[src/rtl/column_bank_scheduler.sv]
`timescale 1ns/1ps
// column_bank_scheduler
// Triple-buffer manager for the three column-data banks that feed the VGA
// pixel pipeline. One bank is read by the display, one is filled by software,
// and at most one completed frame waits for vertical blank.
//
// Ports
//   clk, reset              system clock, synchronous active-high reset
//   wr_col_valid            pulse: assembled column on wr_coldata/wr_sfdata
//   wr_coldata, wr_sfdata   column payload and texture scale factor
//   wr_restart              pulse: restart current frame at column 0
//   vblank_start            display marker; only its rising edge is used
//   bank_we                 one-hot write strobe per bank
//   bank_wr_colnum          column address of the write
//   bank_coldata/sfdata     registered payload for the write
//   rd_bank, wr_bank        bank indices for display and writer
//   display_valid           a completed frame has been shown since reset
//   frame_pending           a READY bank waits for vblank
//   frames_dropped          saturating count of overwritten READY frames
module column_bank_scheduler #(
  parameter int unsigned NCOLS = 640,
  parameter int unsigned COLW  = 10
) (
  input  logic            clk,
  input  logic            reset,
  input  logic            wr_col_valid,
  input  logic [41:0]     wr_coldata,
  input  logic [15:0]     wr_sfdata,
  input  logic            wr_restart,
  input  logic            vblank_start,
  output logic [2:0]      bank_we,
  output logic [COLW-1:0] bank_wr_colnum,
  output logic [41:0]     bank_coldata,
  output logic [15:0]     bank_sfdata,
  output logic [1:0]      rd_bank,
  output logic [1:0]      wr_bank,
  output logic            display_valid,
  output logic            frame_pending,
  output logic [7:0]      frames_dropped
);

  localparam int unsigned NBANK = 3;
  localparam int unsigned CDW   = 42;
  localparam int unsigned SFW   = 16;
  localparam int unsigned BIDXW = 2;
  localparam int unsigned DROPW = 8;

  typedef enum logic [1:0] {
    B_FREE    = 2'd0,
    B_FILLING = 2'd1,
    B_READY   = 2'd2,
    B_DISPLAY = 2'd3
  } bank_st_e;

  bank_st_e            st_q [NBANK];
  bank_st_e            st_d [NBANK];
  logic [COLW-1:0]     col_q, col_d;
  logic [DROPW-1:0]    drop_q, drop_d;
  logic                dv_q, dv_d;
  logic                vb_q, vb_d;

  logic [NBANK-1:0]    we_q, we_d;
  logic [COLW-1:0]     colnum_q, colnum_d;
  logic [CDW-1:0]      coldata_q, coldata_d;
  logic [SFW-1:0]      sfdata_q, sfdata_d;
  logic [BIDXW-1:0]    rd_bank_q, rd_bank_d;
  logic [BIDXW-1:0]    wr_bank_q, wr_bank_d;
  logic                fp_q, fp_d;

  // Restart discards a coincident column.
  logic col_wr_c;
  logic complete_c;
  logic vb_rise_c;

  assign col_wr_c   = wr_col_valid & ~wr_restart;
  assign complete_c = col_wr_c & (col_q == COLW'(NCOLS - 1));
  assign vb_rise_c  = vblank_start & ~vb_q;

  // State register
  always_ff @(posedge clk) begin
    if (reset) begin
      st_q[0]   <= B_DISPLAY;
      st_q[1]   <= B_FILLING;
      st_q[2]   <= B_FREE;
      col_q     <= '0;
      drop_q    <= '0;
      dv_q      <= 1'b0;
      vb_q      <= 1'b0;
      we_q      <= '0;
      colnum_q  <= '0;
      coldata_q <= '0;
      sfdata_q  <= '0;
      rd_bank_q <= BIDXW'(0);
      wr_bank_q <= BIDXW'(1);
      fp_q      <= 1'b0;
    end else begin
      for (int unsigned i = 0; i < NBANK; i++) begin
        st_q[i] <= st_d[i];
      end
      col_q     <= col_d;
      drop_q    <= drop_d;
      dv_q      <= dv_d;
      vb_q      <= vb_d;
      we_q      <= we_d;
      colnum_q  <= colnum_d;
      coldata_q <= coldata_d;
      sfdata_q  <= sfdata_d;
      rd_bank_q <= rd_bank_d;
      wr_bank_q <= wr_bank_d;
      fp_q      <= fp_d;
    end
  end

  // Next-state: completion first, then swap, then writer picks a FREE bank.
  always_comb begin
    logic drop_inc;
    logic have_ready;
    logic found;
    for (int unsigned i = 0; i < NBANK; i++) begin
      st_d[i] = st_q[i];
    end
    col_d      = col_q;
    drop_d     = drop_q;
    dv_d       = dv_q;
    vb_d       = vblank_start;
    drop_inc   = 1'b0;
    have_ready = 1'b0;
    found      = 1'b0;

    if (complete_c) begin
      for (int unsigned i = 0; i < NBANK; i++) begin
        if (st_q[i] == B_READY) begin
          st_d[i]  = B_FREE;
          drop_inc = 1'b1;
        end
      end
      for (int unsigned i = 0; i < NBANK; i++) begin
        if (wr_bank_q == BIDXW'(i)) begin
          st_d[i] = B_READY;
        end
      end
    end

    for (int unsigned i = 0; i < NBANK; i++) begin
      if (st_d[i] == B_READY) begin
        have_ready = 1'b1;
      end
    end

    // The old DISPLAY bank is never READY, so both updates are disjoint.
    if (vb_rise_c && have_ready) begin
      for (int unsigned i = 0; i < NBANK; i++) begin
        if (st_q[i] == B_DISPLAY) begin
          st_d[i] = B_FREE;
        end else if (st_d[i] == B_READY) begin
          st_d[i] = B_DISPLAY;
        end
      end
      dv_d = 1'b1;
    end

    // Three banks, one DISPLAY and at most one READY: a FREE bank exists.
    if (complete_c) begin
      for (int unsigned i = 0; i < NBANK; i++) begin
        if (!found && st_d[i] == B_FREE) begin
          st_d[i] = B_FILLING;
          found   = 1'b1;
        end
      end
    end

    if (wr_restart) begin
      col_d = '0;
    end else if (col_wr_c) begin
      col_d = complete_c ? '0 : col_q + COLW'(1);
    end

    if (drop_inc && (drop_q != {DROPW{1'b1}})) begin
      drop_d = drop_q + DROPW'(1);
    end
  end

  // Output decode: write strobe for the current bank, status from next state.
  always_comb begin
    we_d      = '0;
    colnum_d  = colnum_q;
    coldata_d = coldata_q;
    sfdata_d  = sfdata_q;
    rd_bank_d = rd_bank_q;
    wr_bank_d = wr_bank_q;
    fp_d      = 1'b0;

    if (col_wr_c) begin
      for (int unsigned i = 0; i < NBANK; i++) begin
        if (wr_bank_q == BIDXW'(i)) begin
          we_d[i] = 1'b1;
        end
      end
      colnum_d  = col_q;
      coldata_d = wr_coldata;
      sfdata_d  = wr_sfdata;
    end

    for (int unsigned i = 0; i < NBANK; i++) begin
      if (st_d[i] == B_DISPLAY) begin
        rd_bank_d = BIDXW'(i);
      end
      if (st_d[i] == B_FILLING) begin
        wr_bank_d = BIDXW'(i);
      end
      if (st_d[i] == B_READY) begin
        fp_d = 1'b1;
      end
    end
  end

  assign bank_we        = we_q;
  assign bank_wr_colnum = colnum_q;
  assign bank_coldata   = coldata_q;
  assign bank_sfdata    = sfdata_q;
  assign rd_bank        = rd_bank_q;
  assign wr_bank        = wr_bank_q;
  assign display_valid  = dv_q;
  assign frame_pending  = fp_q;
  assign frames_dropped = drop_q;

endmodule

[config.mk]
export PLATFORM = sky130hd
export DESIGN_NAME = column_bank_scheduler
export DESIGN_NICKNAME = d
export VERILOG_FILES = /design/src/rtl/column_bank_scheduler.sv
export SDC_FILE = /design/constraint.sdc
export NUM_CORES = 1
export LEC_CHECK = 0
export CAP_MARGIN = 20
export CORE_AREA = 2 2 90 113
export DETAILED_ROUTE_END_ITERATION = 12
export DIE_AREA = 0 0 92 115
export HOLD_SLACK_MARGIN = 0.02
export PLACE_DENSITY = 0.78
export SLEW_MARGIN = 5
export SYNTH_ARGS = -nofsm -noshare
export SYNTH_HDL_FRONTEND = slang
export SYNTH_SLANG_ARGS = --single-unit
[constraint.sdc]
create_clock -name clk -period 2.25 [get_ports clk]
set_input_delay 0.225 -clock clk [delete_from_list [all_inputs] [get_ports clk]]
set_output_delay 0.225 -clock clk [all_outputs]
set_load 0.01 [all_outputs]
Word-level counts from Yosys, hierarchy flattened
Memory sizes are Yosys's and may differ from the RTL's.
Cells that the tools add are included.
Operators by class
  $add $sub $neg: 2
  equality and inequality tests: 22
  muxes and demuxes: 48
  bitwise operators: 9
  reduce and logical (&&, ||, !) cells: 16
Operator list (count)
  $mux 2: 24
  $eq 2x2->1 const B: 16
  $mux 1: 20
  $mux 6: 3
  $add 10x1->10 const B: 1
  $eq 10x10->1 const B: 1
  $mux 10: 1
  $add 8x1->8 const B: 1
  $eq 2x1->1 const B: 4
  $logic_not 2->1: 4
  $ne 8x8->1 const B: 1
  $reduce_bool 3->1: 2
  $reduce_or 2->1: 3
  $logic_and 1x1->1: 4
  $and 1x1->1: 3
  $not 1->1: 3
  $or 1x1->1: 3
  $logic_not 1->1: 2
  $reduce_bool 2->1: 1
Storage, ports and cells
  register bits after elaboration: 96
  memory bits (writable): 6
  input bits: 63
  output and inout port bits: 85
  word-level logic and storage cells: 110
  memories kept: 1
Memory list
  st_q: words 3, width 2, rd ports 3, clocked after Yosys merged registers in 0, wr ports 3, line 55  | bank_st_e st_q [NBANK];

Depth between registers and ports, before layout
  depth in word-level cells: 25
  gate-level depth with buffers: 8
  depth with buffers taken out: 7

Least setup slack after synthesis
No wires, ideal clock.
  path type: reg-to-reg
  from: reg col_q[0]
  to: reg wr_bank_q[1], in the netlist wr_bank[1]
  setup time: 125 ps
  arrival: 1824 ps
  data required time: 2125 ps
  path slack: 301 ps
  cell stages (with the launch flop): 9
  path buffers: 1
  period minus slack after synthesis: 1949 ps
  cells stage by stage: dfxtp_1 -> ha_1 -> and4b_1 -> buf_4 -> and4_1 -> a2111o_1 -> o221ai_2 -> a21boi_2 -> o22ai_1
On the way
  word-level cells in the longest chain between the ends: 22
Ends and longest elaborated chain
  from (decl): line 57  | logic [COLW-1:0] col_q, col_d;
  from (signal assigned): line 100  | col_q <= col_d;
  $eq 10x10->1 *: line 76  | assign complete_c = col_wr_c & (col_q == COLW'(NCOLS - 1));
  $and 1x1->1 *: line 76
  $mux 6: line 130  | if (complete_c) begin
  $eq 2x2->1: line 145, 155
  $mux 1 (3 in series): line 145  | if (st_d[i] == B_READY) begin
  $logic_and 1x1->1: line 151  | if (vb_rise_c && have_ready) begin
  $mux 6: line 151
  $logic_not 2->1: line 165  | if (!found && st_d[i] == B_FREE) begin
  [4 not listed]
  $mux 1: line 165
  $mux 1: line 163  | if (complete_c) begin
  $logic_not 1->1: line 165
  $logic_and 1x1->1: line 165
  $mux 2: line 165
  $mux 6 *: line 163
  $eq 2x1->1: line 208  | if (st_d[i] == B_FILLING) begin
  $reduce_bool 3->1 (no line) / $mux 2 (equally long branches)
  to (signal assigned): line 109  | wr_bank_q <= wr_bank_d;
  to (decl): line 67  | logic [BIDXW-1:0] wr_bank_q, wr_bank_d;
Every way passes the cells marked *; elsewhere a longest branch is shown, timed or not. The select of a mux whose other input is x is not followed.
A chain may end at the register's enable or synchronous reset.

Worst setup path after layout
  from: reg col_q[1]
  to: reg wr_bank_q[0], in the netlist wr_bank[0]
The elaborated chain is that of the path after synthesis.

==> impl_results.md <==
- DRC: 0
- Setup WS pre-CTS: -198.6 ps
- CP Class: flop to flop
- Crit-path max FO: 8
- Global-route wire length before repair: 18600 um
- Post-CTS Setup Bufs: 0
- Post-synth EDFFs: 0
- Total Routed Length: 11620 um
- Port bufs: 147
- Die height: 115 um
- Tcrit/Tclk final: 93.35%
- Synthesized area per cell: 8.253 sq um
- Worst EP arrival: 2320 ps
- FP Rows: 40
- Top_reg_cell synth: dfxtp_1
- Antenna-violating nets left: 0
- Largest net degree at the start of global routing: 53
- Cell variety after synth: 59
- Min cycle time layout: 2100 ps
- Clock root cell: clkbuf_16
- Dpl cell area: 0.005862 sq mm
- Layout cells sized above 1: 9.848%
- Rel. slew slack: 61.30%
- Number of clock sinks: 102
- Aggregate global-route resource usage: 21.80%
- Final-stage net count: 720
- Die ar.: 0.01058 sq mm
- HP Class: input pin to flop
- Part of the Yosys area used for sequential elements: 48.99%
- FF+latch count, synth: 102
- Post-CTS Resized: 0
- Hold_buf cts: 0
- Worst Reg-to-Reg Cells: 8
- Setup violations, final: 0
- Leading area contributor after synthesis: dfxtp_1
- Top post-synthesis cells by area: dfxtp_1, nand2_1, a21oi_1
- Critical path required time: 2470 ps
- Hold depth: 2
- Clk pin slew, worst setup/hold paths: 70 ps
- CTS Buf Count: 9
- Routed length per instance: 14.79 um
- Worst VDD drop: 0.4454 mV
- Final Skew: 4.207 ps
- Final hold vios: 0
- I/O pins: 148
- Fillers: 786
- Gp weighted congestion: 0.8907
- Net Count, Synth: 570
- DR vias/cell: 5.196
- Pwr Density: 626.9 mW/mm^2
- Initial antenna violation count: 0
- Layout area overhead: 49.14%
- Crit start category: flop
- CORE AREA: 0.009509 sq mm
- Iteration-0 DRC Markers: 204
- Worst-Margin Slew: 580.5 ps
- Cells after DPL: 769
- Hold WS: 372.6 ps
- P_leak: 2.236 nW
- Post-Synthesis Cells: 505
- Max clock buf depth: 2
- Number of diodes: 0
- Vias in the first global route: 3883
- Starting density of the core: 43.83%
- Grt total ovfl: 0
- Worst setup margin: 149.5 ps
- H-tree depth: 3
- Peak Freq: 476.1 MHz
- RSZ-0062 raised after global routing: false
- Worst-Skew Late Latency: 330 ps
- Via count: 4084
- CTS tree: yes
- Async SR Flop Fraction: 0%
- Chip Width: 92 um
- Warnings from Yosys: 0
- HPWL Detailed: 8160 um
- Outcome: completed
- Post-synth top area share: 48.99%
- Final non-filler cell total: 786
- DRT Pass-1 Iters: 4
- Final Instance Area: 0.006216 sq mm
- Max cap viols: 0
- Synth Cell Area: 0.004168 sq mm
- Max-slew violations: 0
- Worst setup EP type: flop
-- per-layer routing --
metal	GRT usage [%]	share of wire (%)	vias up	wire length, um
met5	0	0	-	0
met4	7.562	1.7	0	202
met3	9.043	9.2	21	1072
met2	36.86	51	149	5879
met1	25.01	38	1905	4467
li1	-	-	2009	-
-- report_power, final --
group	internal [mW]	switching [mW]
logic	0.224	0.176
registers	1.86	0.0258
clock network	0.979	0.637
-- through the flow --
step,total power [mW],TNS [ps],utilization [%]
2_1_floorplan,2.066,0,-
3_3_place_gp,2.312,-497.6,61.64
3_5_place_dp,2.319,-1246,61.64
4_1_cts,3.939,0,64.89
5_1_grt,4.056,0,65.37
6_report,3.897,0,65.37
-- path summary, 6_finish.rpt --
path                    start               end  slack, ps
min reg2reg  bank_coldata[25]  bank_coldata[25]        450
max                  col_q[1]        wr_bank[0]        150
min                     reset     display_valid        370
max reg2reg          col_q[1]        wr_bank[0]        150
-- sequential cells by signal (all words and copies together), names as in the netlist --
| name | flops |
|---|---|
| frame_pending | 1 |
| wr_bank | 2 |
| bank_wr_colnum | 10 |
| bank_sfdata | 16 |
| col_q | 10 |
| vb_q | 1 |
| display_valid | 1 |
| bank_coldata | 42 |
| bank_we | 3 |
| frames_dropped | 8 |
| st_q | 6 |
| rd_bank | 2 |
-- kinds of logic (layout without fill, tap and decap cells) --
group	after synthesis	after routing	share of synthesized area, %
simple gates	243	244	27.08
compound gates	110	110	16.66
flops	102	102	48.99
buf+inv	33	187	3.482
xor+xnor	14	14	2.942
fa+ha+maj	2	2	0.6003
mux	1	1	0.2402
-- critical path, cell delays in order, from the launching register on --
cell,delay (ps)
dfxtp_1,340
ha_1,220
and4b_2,310
and4_1,250
buf_4,150
a211oi_1,250
o221ai_2,130
a21boi_2,180
a2bb2oi_2,170
-- layout make-up --
cell class                 count  area [sq um]  share of cell area [%]
timing repair buffer         171          1672                   26.89
clock inverter                 3         68.82                   1.107
clock buffer                  13         240.2                   3.865
multi-input combinational    371          2036                   32.75
tap                          126         157.7                   2.536
sequential                   102          2042                   32.85
-- synth_stat cells (3+ instances only) --
library cell and instances:
nand3_1 10, nor2b_1 8, nor3_1 4, and3_1 4, nand4_1 7, o22ai_1 3
dfxtp_1 102, nand2_1 153, clkbuf_1 24, a211oi_1 3, nor2_1 29, nand2b_1 6
a21oi_1 79, buf_1 4, xor2_1 12, o21ai_0 3
-- cells in the final DEF (no fill, tap or decap), types with 2 or more instances in the layout --
cell / n
nand2_1: 153
clkdlybuf4s50_1: 146
dfxtp_1: 102
a21oi_1: 78
nor2_1: 29
buf_4: 22
xor2_1: 12
nand3_1: 9
clkbuf_16: 9
nand4_1: 7
nor2b_1: 7
nand2b_1: 5
nor3_1: 4
clkbuf_1: 4
and3_1: 3
o22ai_1: 3
o21ai_0: 3
or2_2: 2
xnor2_1: 2
o31ai_1: 2
and4_1: 2
a211oi_1: 2
a2bb2oi_1: 2
o2111ai_2: 2
nand3_2: 2
ha_1: 2
bufinv_16: 2
buf_12: 2
(Power assumes the default switching activity.)
